`src/rtl/imem_boot_loader_if.sv`:
```
`default_nettype none
// ----------------------------------------------------------------------------
// imem_boot_loader_if : host word-write handshake into the boot loader
// Revision: 1.0
// ----------------------------------------------------------------------------
interface imem_boot_loader_if;
  logic        wr_valid;
  logic        wr_ready;
  logic [31:0] wr_data;
  logic        wr_last;

  modport master (output wr_valid, output wr_data, output wr_last, input wr_ready);
  modport slave  (input wr_valid, input wr_data, input wr_last, output wr_ready);
endinterface
`default_nettype wire

```
`src/rtl/imem_boot_loader.sv`:
```
`default_nettype none
// ----------------------------------------------------------------------------
// imem_boot_loader : buffers a host program, then streams it framed to imem
// Revision: 1.0
// ----------------------------------------------------------------------------
module imem_boot_loader #(
  parameter int MAX_WORDS = 64,
  parameter int CW        = 7
) (
  input  logic              clk,
  input  logic              reset_n,
  imem_boot_loader_if.slave wr,
  input  logic              reload,
  output logic              imem_rst,
  output logic [7:0]        imem_byte,
  output logic              cpu_rst_n,
  output logic              busy,
  output logic              done,
  output logic              err,
  output logic [CW-1:0]     word_count
);
  localparam int AW = $clog2(MAX_WORDS);
  localparam int IW = CW + 2;
  localparam logic [7:0] c_SOF_BYTE  = 8'hFE;
  localparam logic [7:0] c_EOF_BYTE  = 8'hFF;
  localparam logic [7:0] c_IDLE_BYTE = 8'h00;

  typedef enum logic [2:0] {
    S_IDLE = 3'd0,
    S_CLR  = 3'd1,
    S_GAP  = 3'd2,
    S_SOF  = 3'd3,
    S_DATA = 3'd4,
    S_EOF  = 3'd5,
    S_DONE = 3'd6,
    S_ERR  = 3'd7
  } state_t;

  state_t          r_state;
  state_t          w_next_state;
  logic [31:0]     r_buf [MAX_WORDS];
  logic            r_bad;
  logic [IW-1:0]   r_idx;
  logic [IW-1:0]   w_next_idx;
  logic [IW-1:0]   w_last_idx;
  logic            w_hs;
  logic            w_word_bad;
  logic            w_coll_end;
  logic            w_reload;
  logic [31:0]     w_rd_word;
  logic [7:0]      w_next_byte;

  // wr_ready is registered high exactly while the FSM sits in IDLE
  assign w_hs       = wr.wr_valid & wr.wr_ready;
  assign w_word_bad = (wr.wr_data[31:24] == 8'hFF) | (wr.wr_data[23:16] == 8'hFF) |
                      (wr.wr_data[15:8]  == 8'hFF) | (wr.wr_data[7:0]   == 8'hFF);
  assign w_coll_end = w_hs & (wr.wr_last | (word_count == CW'(MAX_WORDS - 1)));
  assign w_reload   = reload & ((r_state == S_DONE) | (r_state == S_ERR));
  assign w_last_idx = {word_count, 2'b00} - IW'(1);

  always_ff @(posedge clk or negedge reset_n) begin
    if (!reset_n) r_state <= S_IDLE;
    else          r_state <= w_next_state;
  end

  always_comb begin
    w_next_state = r_state;
    w_next_idx   = '0;
    case (r_state)
      S_IDLE: if (w_coll_end) w_next_state = (r_bad | w_word_bad) ? S_ERR : S_CLR;
      S_CLR:  w_next_state = S_GAP;
      S_GAP:  w_next_state = S_SOF;
      S_SOF:  w_next_state = S_DATA;
      S_DATA: begin
        if (r_idx == w_last_idx) w_next_state = S_EOF;
        else                     w_next_idx   = r_idx + IW'(1);
      end
      S_EOF:  w_next_state = S_DONE;
      S_DONE: if (reload) w_next_state = S_IDLE;
      S_ERR:  if (reload) w_next_state = S_IDLE;
      default: w_next_state = S_IDLE;
    endcase

    // Byte for the next cycle is selected now so word k+1 follows word k gaplessly
    w_rd_word = r_buf[w_next_idx[AW+1:2]];
    case (w_next_state)
      S_SOF:  w_next_byte = c_SOF_BYTE;
      S_EOF:  w_next_byte = c_EOF_BYTE;
      S_DATA: begin
        case (w_next_idx[1:0])
          2'd0:    w_next_byte = w_rd_word[31:24];
          2'd1:    w_next_byte = w_rd_word[23:16];
          2'd2:    w_next_byte = w_rd_word[15:8];
          default: w_next_byte = w_rd_word[7:0];
        endcase
      end
      default: w_next_byte = c_IDLE_BYTE;
    endcase
  end

  always_ff @(posedge clk or negedge reset_n) begin
    if (!reset_n) begin
      wr.wr_ready <= 1'b0;
      imem_rst    <= 1'b0;
      imem_byte   <= 8'h00;
      cpu_rst_n   <= 1'b0;
      busy        <= 1'b0;
      done        <= 1'b0;
      err         <= 1'b0;
      word_count  <= '0;
      r_bad       <= 1'b0;
      r_idx       <= '0;
    end else begin
      wr.wr_ready <= (w_next_state == S_IDLE);
      imem_rst    <= (w_next_state == S_CLR);
      imem_byte   <= w_next_byte;
      cpu_rst_n   <= (w_next_state == S_DONE);
      busy        <= (w_next_state inside {S_CLR, S_GAP, S_SOF, S_DATA, S_EOF});
      done        <= (w_next_state == S_DONE);
      err         <= (w_next_state == S_ERR);
      r_idx       <= w_next_idx;
      if (w_reload) begin
        word_count <= '0;
        r_bad      <= 1'b0;
      end else if (w_hs) begin
        word_count <= word_count + CW'(1);
        r_bad      <= r_bad | w_word_bad;
      end
    end
  end

  // Program storage needs no reset; a fresh load always overwrites what it streams
  always_ff @(posedge clk) begin
    if (w_hs) r_buf[word_count[AW-1:0]] <= wr.wr_data;
  end

endmodule
`default_nettype wire
```
`src/flat_wrapper.sv`:
```
// flat-port wrapper written by rule: the top's interface ports become plain ports
module imem_boot_loader_flat 
#(
  parameter int MAX_WORDS = 64,
  parameter int CW        = 7
)
  (clk, reset_n, reload, imem_rst, imem_byte, cpu_rst_n, busy, done, err, word_count, wr_wr_valid, wr_wr_data, wr_wr_last, wr_wr_ready);
  imem_boot_loader_if wr_i ();
  input  logic clk;
  input  logic reset_n;
  input  logic reload;
  output logic imem_rst;
  output logic [7:0] imem_byte;
  output logic cpu_rst_n;
  output logic busy;
  output logic done;
  output logic err;
  output logic [CW-1:0] word_count;
  input wire logic [$bits(wr_i.wr_valid)-1:0] wr_wr_valid;
  input wire logic [$bits(wr_i.wr_data)-1:0] wr_wr_data;
  input wire logic [$bits(wr_i.wr_last)-1:0] wr_wr_last;
  output wire logic [$bits(wr_i.wr_ready)-1:0] wr_wr_ready;
  assign wr_i.wr_valid = wr_wr_valid;
  assign wr_i.wr_data = wr_wr_data;
  assign wr_i.wr_last = wr_wr_last;
  assign wr_wr_ready = wr_i.wr_ready;
  imem_boot_loader #(.MAX_WORDS(MAX_WORDS), .CW(CW)) u_core (.clk(clk), .reset_n(reset_n), .wr(wr_i), .reload(reload), .imem_rst(imem_rst), .imem_byte(imem_byte), .cpu_rst_n(cpu_rst_n), .busy(busy), .done(done), .err(err), .word_count(word_count));
endmodule
```
`config.mk`:
```
export PLATFORM = sky130hd
export DESIGN_NAME = imem_boot_loader_flat
export DESIGN_NICKNAME = d
export VERILOG_FILES = /design/src/rtl/imem_boot_loader_if.sv /design/src/rtl/imem_boot_loader.sv /design/src/flat_wrapper.sv
export SDC_FILE = /design/constraint.sdc
export NUM_CORES = 2
export LEC_CHECK = 0
export BUFFER_PORTS_ARGS = -buffer_cell sky130_fd_sc_hd__buf_2
export CAP_MARGIN = 25
export CORE_UTILIZATION = 45
export CTS_CLUSTER_DIAMETER = 100
export DETAILED_ROUTE_END_ITERATION = 8
export PLACE_DENSITY = 0.62
export SYNTH_ARGS = -nofsm -noshare
export SYNTH_HDL_FRONTEND = slang
export SYNTH_SLANG_ARGS = --single-unit
```
`constraint.sdc`:
```
create_clock -name clk -period 11.2 [get_ports clk]
set_input_delay 1.12 -clock clk [delete_from_list [all_inputs] [get_ports clk]]
set_output_delay 1.12 -clock clk [all_outputs]
set_load 0.03 [all_outputs]
```
; After elaboration in Yosys (flattened, before gate mapping)
; Memories as Yosys holds them, arrays and structs flattened.
; Index checks and enable logic that the tools add are counted.
[word_totals]
ff_bits = 33
mem_bits_rw = 2048
output_inout_bits = 21
n_memories = 1
[op_classes]
add_sub_neg = 3
n_eq_ne = 22
muxes = 15
bitwise = 9
n_reduce_logical = 6
[mem_list]
columns = memory, words, word_bits, rd, rd_clocked_by_memory_dff, write_ports, line_no
row1 = u_core.r_buf, 64, 32, 1, 0, 1, imem_boot_loader.sv:41  ; logic [31:0] r_buf [MAX_WORDS];
[ops]
columns = op, n
row1 = 8-bit case mux with 3 select lines, 2
row2 = 8-bit == test (second input constant), 4
row3 = 3-bit == test (second input constant), 8
row4 = 3-bit case mux with 7 select lines, 1
row5 = 9-bit 2-to-1 mux, 2
row6 = 7-bit 2-to-1 mux, 2
row7 = 3-bit by 2-bit == test with 1-bit output (second input constant), 4
row8 = 3-bit 2-to-1 mux, 4
row9 = 9-bit by 1-bit adder with 9-bit output (second input constant), 1
row10 = 9-bit == test, 1
row11 = 9-bit by 1-bit subtractor with 9-bit output (second input constant), 1
row12 = 7-bit by 1-bit adder with 7-bit output (second input constant), 1
row13 = 7-bit by 6-bit == test with 1-bit output (second input constant), 1
row14 = 3-bit by 1-bit == test with 1-bit output (second input constant), 2
row15 = 3-bit zero test, 2
row16 = 1-bit OR, 6
row17 = 5-bit nonzero test, 1
row18 = 1-bit 2-to-1 mux, 4
row19 = 1-bit bitwise AND, 3
row20 = 2-bit by 1-bit == test with 1-bit output (second input constant), 1
row21 = 2-bit == test (second input constant), 1
row22 = 2-bit zero test, 1
row23 = 2-bit nonzero test, 1
row24 = 2-bit OR reduction, 1

; Logic depth before layout (Yosys ltp)
[logic_depth]
ltp_word = 10
depth_mapped = 19

; Worst setup path before layout
; Ideal clock, no wire load.
[synth_timing]
path_type = register to register
startpoint = register u_core.word_count[0]
endpoint = register u_core.imem_byte[5]
setup_time_ns = 0.139
arrival_time_ns = 3.816
required_ns = 11.061
slack_ns = 7.245
stages_incl_launch_ff = 19
period_less_slack_ns = 3.955
cell_sequence = dfrtp_1 clkbuf_1 inv_1 ha_1 nand2b_1 a21o_1 a31oi_1 buf_2 o31ai_4 inv_2 buf_2 buf_2 buf_2 clkbuf_1 nand3_1 nand2_1 o21ai_0 a2111oi_0 a21oi_1
[synth_between]
elab_chain_len = 7
[synth_rtl]
columns = item, line_no
row1 = start: declaration, imem_boot_loader.sv:20  ; output logic [CW-1:0] word_count
row2 = start signal: assignment, imem_boot_loader.sv:126  ; word_count <= word_count + CW'(1);
row3 = 9-bit by 1-bit subtractor with 9-bit output or 7-bit by 6-bit == test with 1-bit output (tied branches), "imem_boot_loader.sv:59, imem_boot_loader.sv:57"
row4 = 9-bit == test or 1-bit OR (tied branches), "imem_boot_loader.sv:75, imem_boot_loader.sv:57"
row5 = 9-bit 2-to-1 mux or 1-bit bitwise AND (tied branches), "imem_boot_loader.sv:75, imem_boot_loader.sv:57"
row6 = 9-bit 2-to-1 mux or 3-bit 2-to-1 mux (tied branches), "imem_boot_loader.sv:69, imem_boot_loader.sv:70"
row7 = "memory 64 x 32 bit, or another cell as far along", --
row8 = "8-bit case mux with 3 select lines, or another cell as far along", imem_boot_loader.sv:90  ; case (w_next_idx[1:0])
row9 = 8-bit case mux with 3 select lines *, imem_boot_loader.sv:86  ; case (w_next_state)
row10 = net u_core.w_next_byte[5], imem_boot_loader.sv:51  ; logic [7:0] w_next_byte;
row11 = end signal: assignment, imem_boot_loader.sv:116  ; imem_byte <= w_next_byte;
row12 = end: declaration, imem_boot_loader.sv:15  ; output logic [7:0] imem_byte,
; The timed path passes the listed nets; every way through them passes the cells marked *.
; A chain may end at the register's enable or synchronous reset.

; Worst setup path in the final report
[layout_timing]
startpoint = register u_core.word_count[3]
endpoint = register u_core.imem_byte[4]
; Same word-level chain as after synthesis.

==> summary by stage <==
Global route
The wire length of the first global-routing pass is between 400,000 and 500,000 um. The total overflow reported by the global router is 0. The largest net degree at the start of global routing is 140. Global routing used 32.2% of the available tracks. The number of global-route vias before repair was 51,451. The initial antenna violation count is 14.

Finish
The filler cell count in the final layout is 14,875. The combined flip-flop and latch cell area is roughly 62,000 um^2. The multi-input gate area in the final layout is 19,400 um^2. The final instance area is slightly above 90,000 um^2.

The area overhead of the layout relative to synthesis is 13.4%. The number of non-filler instances in the completed layout is 8,277. The post-route netlist has roughly an eighth of its cells at a drive strength greater than 1. Leaving out fill and tap cells, the most frequent cell in the layout is sky130_fd_sc_hd__edfxtp_1.

The top cell types in the final layout, fill and taps aside, are sky130_fd_sc_hd__edfxtp_1, sky130_fd_sc_hd__nand2_1, sky130_fd_sc_hd__mux2i_1. The final layout net count is 5,768.

Worst setup path
The cell class contributing the biggest share of worst-path delay is simple AND/OR/NAND/NOR gates. The critical path goes through or3_1, or3_1, a211o_2, buf_4, o31ai_4, buf_12, inv_8, buf_4, mux2_1, o21ai_1, a21oi_1, or4_1, nor4_1, a211oi_1. The register-to-register setup slack is 4.23 ns. The endpoint kind of the worst setup timing path is a flip-flop. Along the worst path, the maximum fanout reaches between 100 and 150. In this design, the stage delay of the slowest critical-path cell is 0.90 ns.

The critical path buffer and inverter count is 4. The worst register-to-register path has a depth of 14. The worst setup path is launched from a flip-flop. The cell at the slowest stage of the critical path is sky130_fd_sc_hd__nor4_1. The data required time at the worst endpoint is roughly 12 ns. The beginning of the worst register-to-register path is u_core.word_count[3]. The critical path starts at u_core.word_count[3]. In this run the critical register-to-register path is captured at u_core.imem_byte[4].

The number of cells on the critical path is 14. Following the worst setup path forward leads to its endpoint at u_core.imem_byte[4]. Data on the critical path arrives at its endpoint at between 7 and 8 ns.

The kind of critical path is flip-flop to flip-flop.

STA
Setup repair after global routing left no endpoint under its margin. The accumulated negative setup slack is 0 ns. The final-report hold violation count is 0. The largest clock skew in the final design is 0.0562 ns. The maximum achievable frequency is 143 MHz. The worst max-slew margin expressed relative to the limit is 11.9%. The post-route fraction of the period consumed by the critical path is 62.3%. The number of pins with negative max-slew slack in the final report is 0. The measured slew at the worst slew-check pin is 1.32 ns. For the finished layout, the period the worst path requires is 6.97 ns. The final setup violation count is 0.

Clocking
The library cell used as clock root buffer is sky130_fd_sc_hd__clkbuf_16. After clock tree synthesis, the clock-pin slew on the worst setup and hold paths is about 0.060 ns. The clock drives around 2,100 sinks. The post-CTS setup buffer count is 0. The number of gates resized after CTS is 0. The number of buffers inserted by hold repair at cts is 0. In this run, CTS created clock tree buffers numbering 206. The TritonCTS clock tree is built. The insertion delay of the later-clocked pin in the worst-skew pair is ~0.88 ns. In this run the number of H-tree levels came out at 4. The worst-case clock buffer depth is 3.

Detailed routing
The detailed router finished its first iteration with ~10,000 violations. After detailed routing, the total wire length is 303,000 um. In this run the remaining antenna-violating nets after routing total 0. The number of vias per cell is roughly 6.7. The detailed-route DRC error count is 0. The first TritonRoute pass finished after 7 iterations.

After detailed routing, the average wire length per cell comes to 36.6 um. The detailed-route via count is 55,780.

Yosys
For this run, asynchronously set or reset flops after synthesis account for 1.59%. The number of instances in the synthesized netlist is 5,589. The post-synthesis share of cell area spent on and, or, nand and nor gates is 8.86%. During synthesis, Yosys emitted a total of 0 warnings. The post-synthesis compound-gate area fraction is about 9.0%. The post-synthesis net count is approximately 5,600. The synthesized netlist devotes 0.244% of its cell area to XOR and XNOR gates. Of the post-synthesis cell area, the part taken by muxes is 4.35%. The synthesized design contains slightly above 2,000 enable-type register cells. The cell area after synthesis is 82,500 um^2. The part of the Yosys area used for sequential elements is 75.5%.

The most used flip-flop cell after synthesis is sky130_fd_sc_hd__edfxtp_1. The area share of the largest cell type after synthesis is approximately 75%. The biggest area contributor in the post-synthesis netlist is sky130_fd_sc_hd__edfxtp_1. In this run, synthesis produced a sequential element count of 2,081.

The unique cell type count in the Yosys netlist is 78. By area, the combinational part of the netlist is dominated by compound AO/OA/AOI/OAI gates. The per-instance average area after synthesis is 14.8 um^2. Yosys attributes the largest share of cell area to sky130_fd_sc_hd__edfxtp_1, sky130_fd_sc_hd__nand2_1, sky130_fd_sc_hd__mux2i_1, sky130_fd_sc_hd__nand3_1, sky130_fd_sc_hd__a21oi_1. The synthesized netlist devotes 0.0455% of its cell area to adder and majority cells.

Run status
The run finished with clean final reports.

Die
The top-level port count is 58. The floorplan step defined a core boundary enclosing 182,000 um^2. The initial utilization of the core area, before any placement, comes to a little under half. The x dimension of the die is ~430 um.

The floorplan step set the die height to 430 um. The die covers 185,000 um^2. The initialized floorplan defines 156 standard-cell rows.

Pwr
The cell leakage power is 30.2 nW. VDD sags by at most 0.156 mV. For this design the ratio of total power to cell area is 166 nW/um^2.

Run
The total of max-cap violations is 0.

Place
At the end of routability-driven placement, the weighted congestion stood at 0.951. In this run, placement finished with an instance count of 7,883. The HPWL after detailed placement is 167,000 um. In this run the cell area measured after placement is 86,800 um^2.

Input and output buffers added on the ports amount to 57.

Worst hold path
In this run the worst hold path is classified as input port to asynchronous set/reset pin.
-- worst reg2reg max path, cell delays in order (launching register included) --
cell and delay [ns]:
sky130_fd_sc_hd__dfrtp_1 0.54, sky130_fd_sc_hd__or3_1 0.78, sky130_fd_sc_hd__or3_1 0.52, sky130_fd_sc_hd__a211o_2 0.36
sky130_fd_sc_hd__buf_4 0.29, sky130_fd_sc_hd__o31ai_4 0.31, sky130_fd_sc_hd__buf_12 0.66, sky130_fd_sc_hd__inv_8 0.43
sky130_fd_sc_hd__buf_4 0.48, sky130_fd_sc_hd__mux2_1 0.40, sky130_fd_sc_hd__o21ai_1 0.12, sky130_fd_sc_hd__a21oi_1 0.09
sky130_fd_sc_hd__or4_1 0.72, sky130_fd_sc_hd__nor4_1 0.91, sky130_fd_sc_hd__a211oi_1 0.19
-- cell usage after synthesis (20+ instances only) --
cell type,n
sky130_fd_sc_hd__a21oi_1,174
sky130_fd_sc_hd__buf_2,124
sky130_fd_sc_hd__a211oi_1,64
sky130_fd_sc_hd__nand3_1,288
sky130_fd_sc_hd__a221o_1,20
sky130_fd_sc_hd__o22ai_1,55
sky130_fd_sc_hd__o21ai_0,134
sky130_fd_sc_hd__o211ai_1,31
sky130_fd_sc_hd__and3_1,52
sky130_fd_sc_hd__clkbuf_1,177
sky130_fd_sc_hd__nor3_1,55
sky130_fd_sc_hd__dfrtp_1,33
sky130_fd_sc_hd__mux2_2,21
sky130_fd_sc_hd__a311oi_1,38
sky130_fd_sc_hd__nand2_1,933
sky130_fd_sc_hd__a32oi_1,32
sky130_fd_sc_hd__mux2i_1,329
sky130_fd_sc_hd__o221ai_1,32
sky130_fd_sc_hd__a22oi_1,71
sky130_fd_sc_hd__nor2_1,227
sky130_fd_sc_hd__buf_1,43
sky130_fd_sc_hd__a221oi_1,76
sky130_fd_sc_hd__a31oi_1,129
sky130_fd_sc_hd__nand4_1,48
sky130_fd_sc_hd__edfxtp_1,2048
-- worst min path at each step --
stage                            start                  to  cells after the start
final                          reset_n  u_core.wr.wr_ready                      2
after floorplan           u_core.r_bad        u_core.r_bad                      2
after global routing           reset_n  u_core.wr.wr_ready                      2
after CTS                      reset_n  u_core.wr.wr_ready                      2
after detailed placement  u_core.r_bad        u_core.r_bad                      2
after global placement    u_core.r_bad        u_core.r_bad                      2
-- where the power goes --
part           switching (mW)  total [mW]  internal (mW)
logic                   0.146       0.160         0.0139
registers                   0        8.55           8.55
clock network            3.04        6.84           3.80
-- cell families after synthesis --
logic type               Yosys count
XOR/XNOR                          23
buffers and inverters            378
AO/OA/AOI/OAI                   1057
multiplexers                     355
flip-flops                      2081
adder cells (fa/ha/maj)            3
AND/OR/NAND/NOR                 1692
-- area by class of cell --
class / count / share of cell area, %
antenna: 10 / 0.0267
clock inverter: 124 / 1.33
clock buffer: 253 / 5.74
timing repair buffer: 288 / 2.29
sequential: 2081 / 66.6
tap: 2370 / 3.17
inverter: 21 / 0.106
multi-input combinational: 3130 / 20.7
-- flip-flops by register name (all words and copies together), names as in the netlist --
| signal | flops |
|---|---|
| u_core.wr.wr_ready | 1 |
| u_core.busy | 1 |
| u_core.imem_rst | 1 |
| u_core.err | 1 |
| u_core.r_bad | 1 |
| u_core.r_idx | 9 |
| u_core.r_buf | 2048 |
| u_core.imem_byte | 8 |
| u_core.cpu_rst_n | 1 |
| u_core.word_count | 7 |
| u_core.r_state | 3 |
-- metal layers --
layer	track usage (%)	vias to the layer above	wire length, um
li1	-	22042	-
met1	42.8	28114	108000
met2	47.0	4655	131000
met3	9.42	955	43000
met4	18.9	14	20900
met5	0.598	-	222
-- metrics by stage --
stage          hold slack (ns)  utilization, %  power (mW)  setup slack [ns]
6_report                 0.350            51.5        15.5              4.23
5_1_grt                  0.376            51.5        15.9              4.21
4_1_cts                  0.318            51.5        15.6              4.40
3_5_place_dp             0.554            47.8        8.87              4.43
3_3_place_gp             0.547            47.8        8.86              4.47
2_1_floorplan            0.521               -        8.72              7.25
Note: power is estimated with default switching activity, not from simulation.
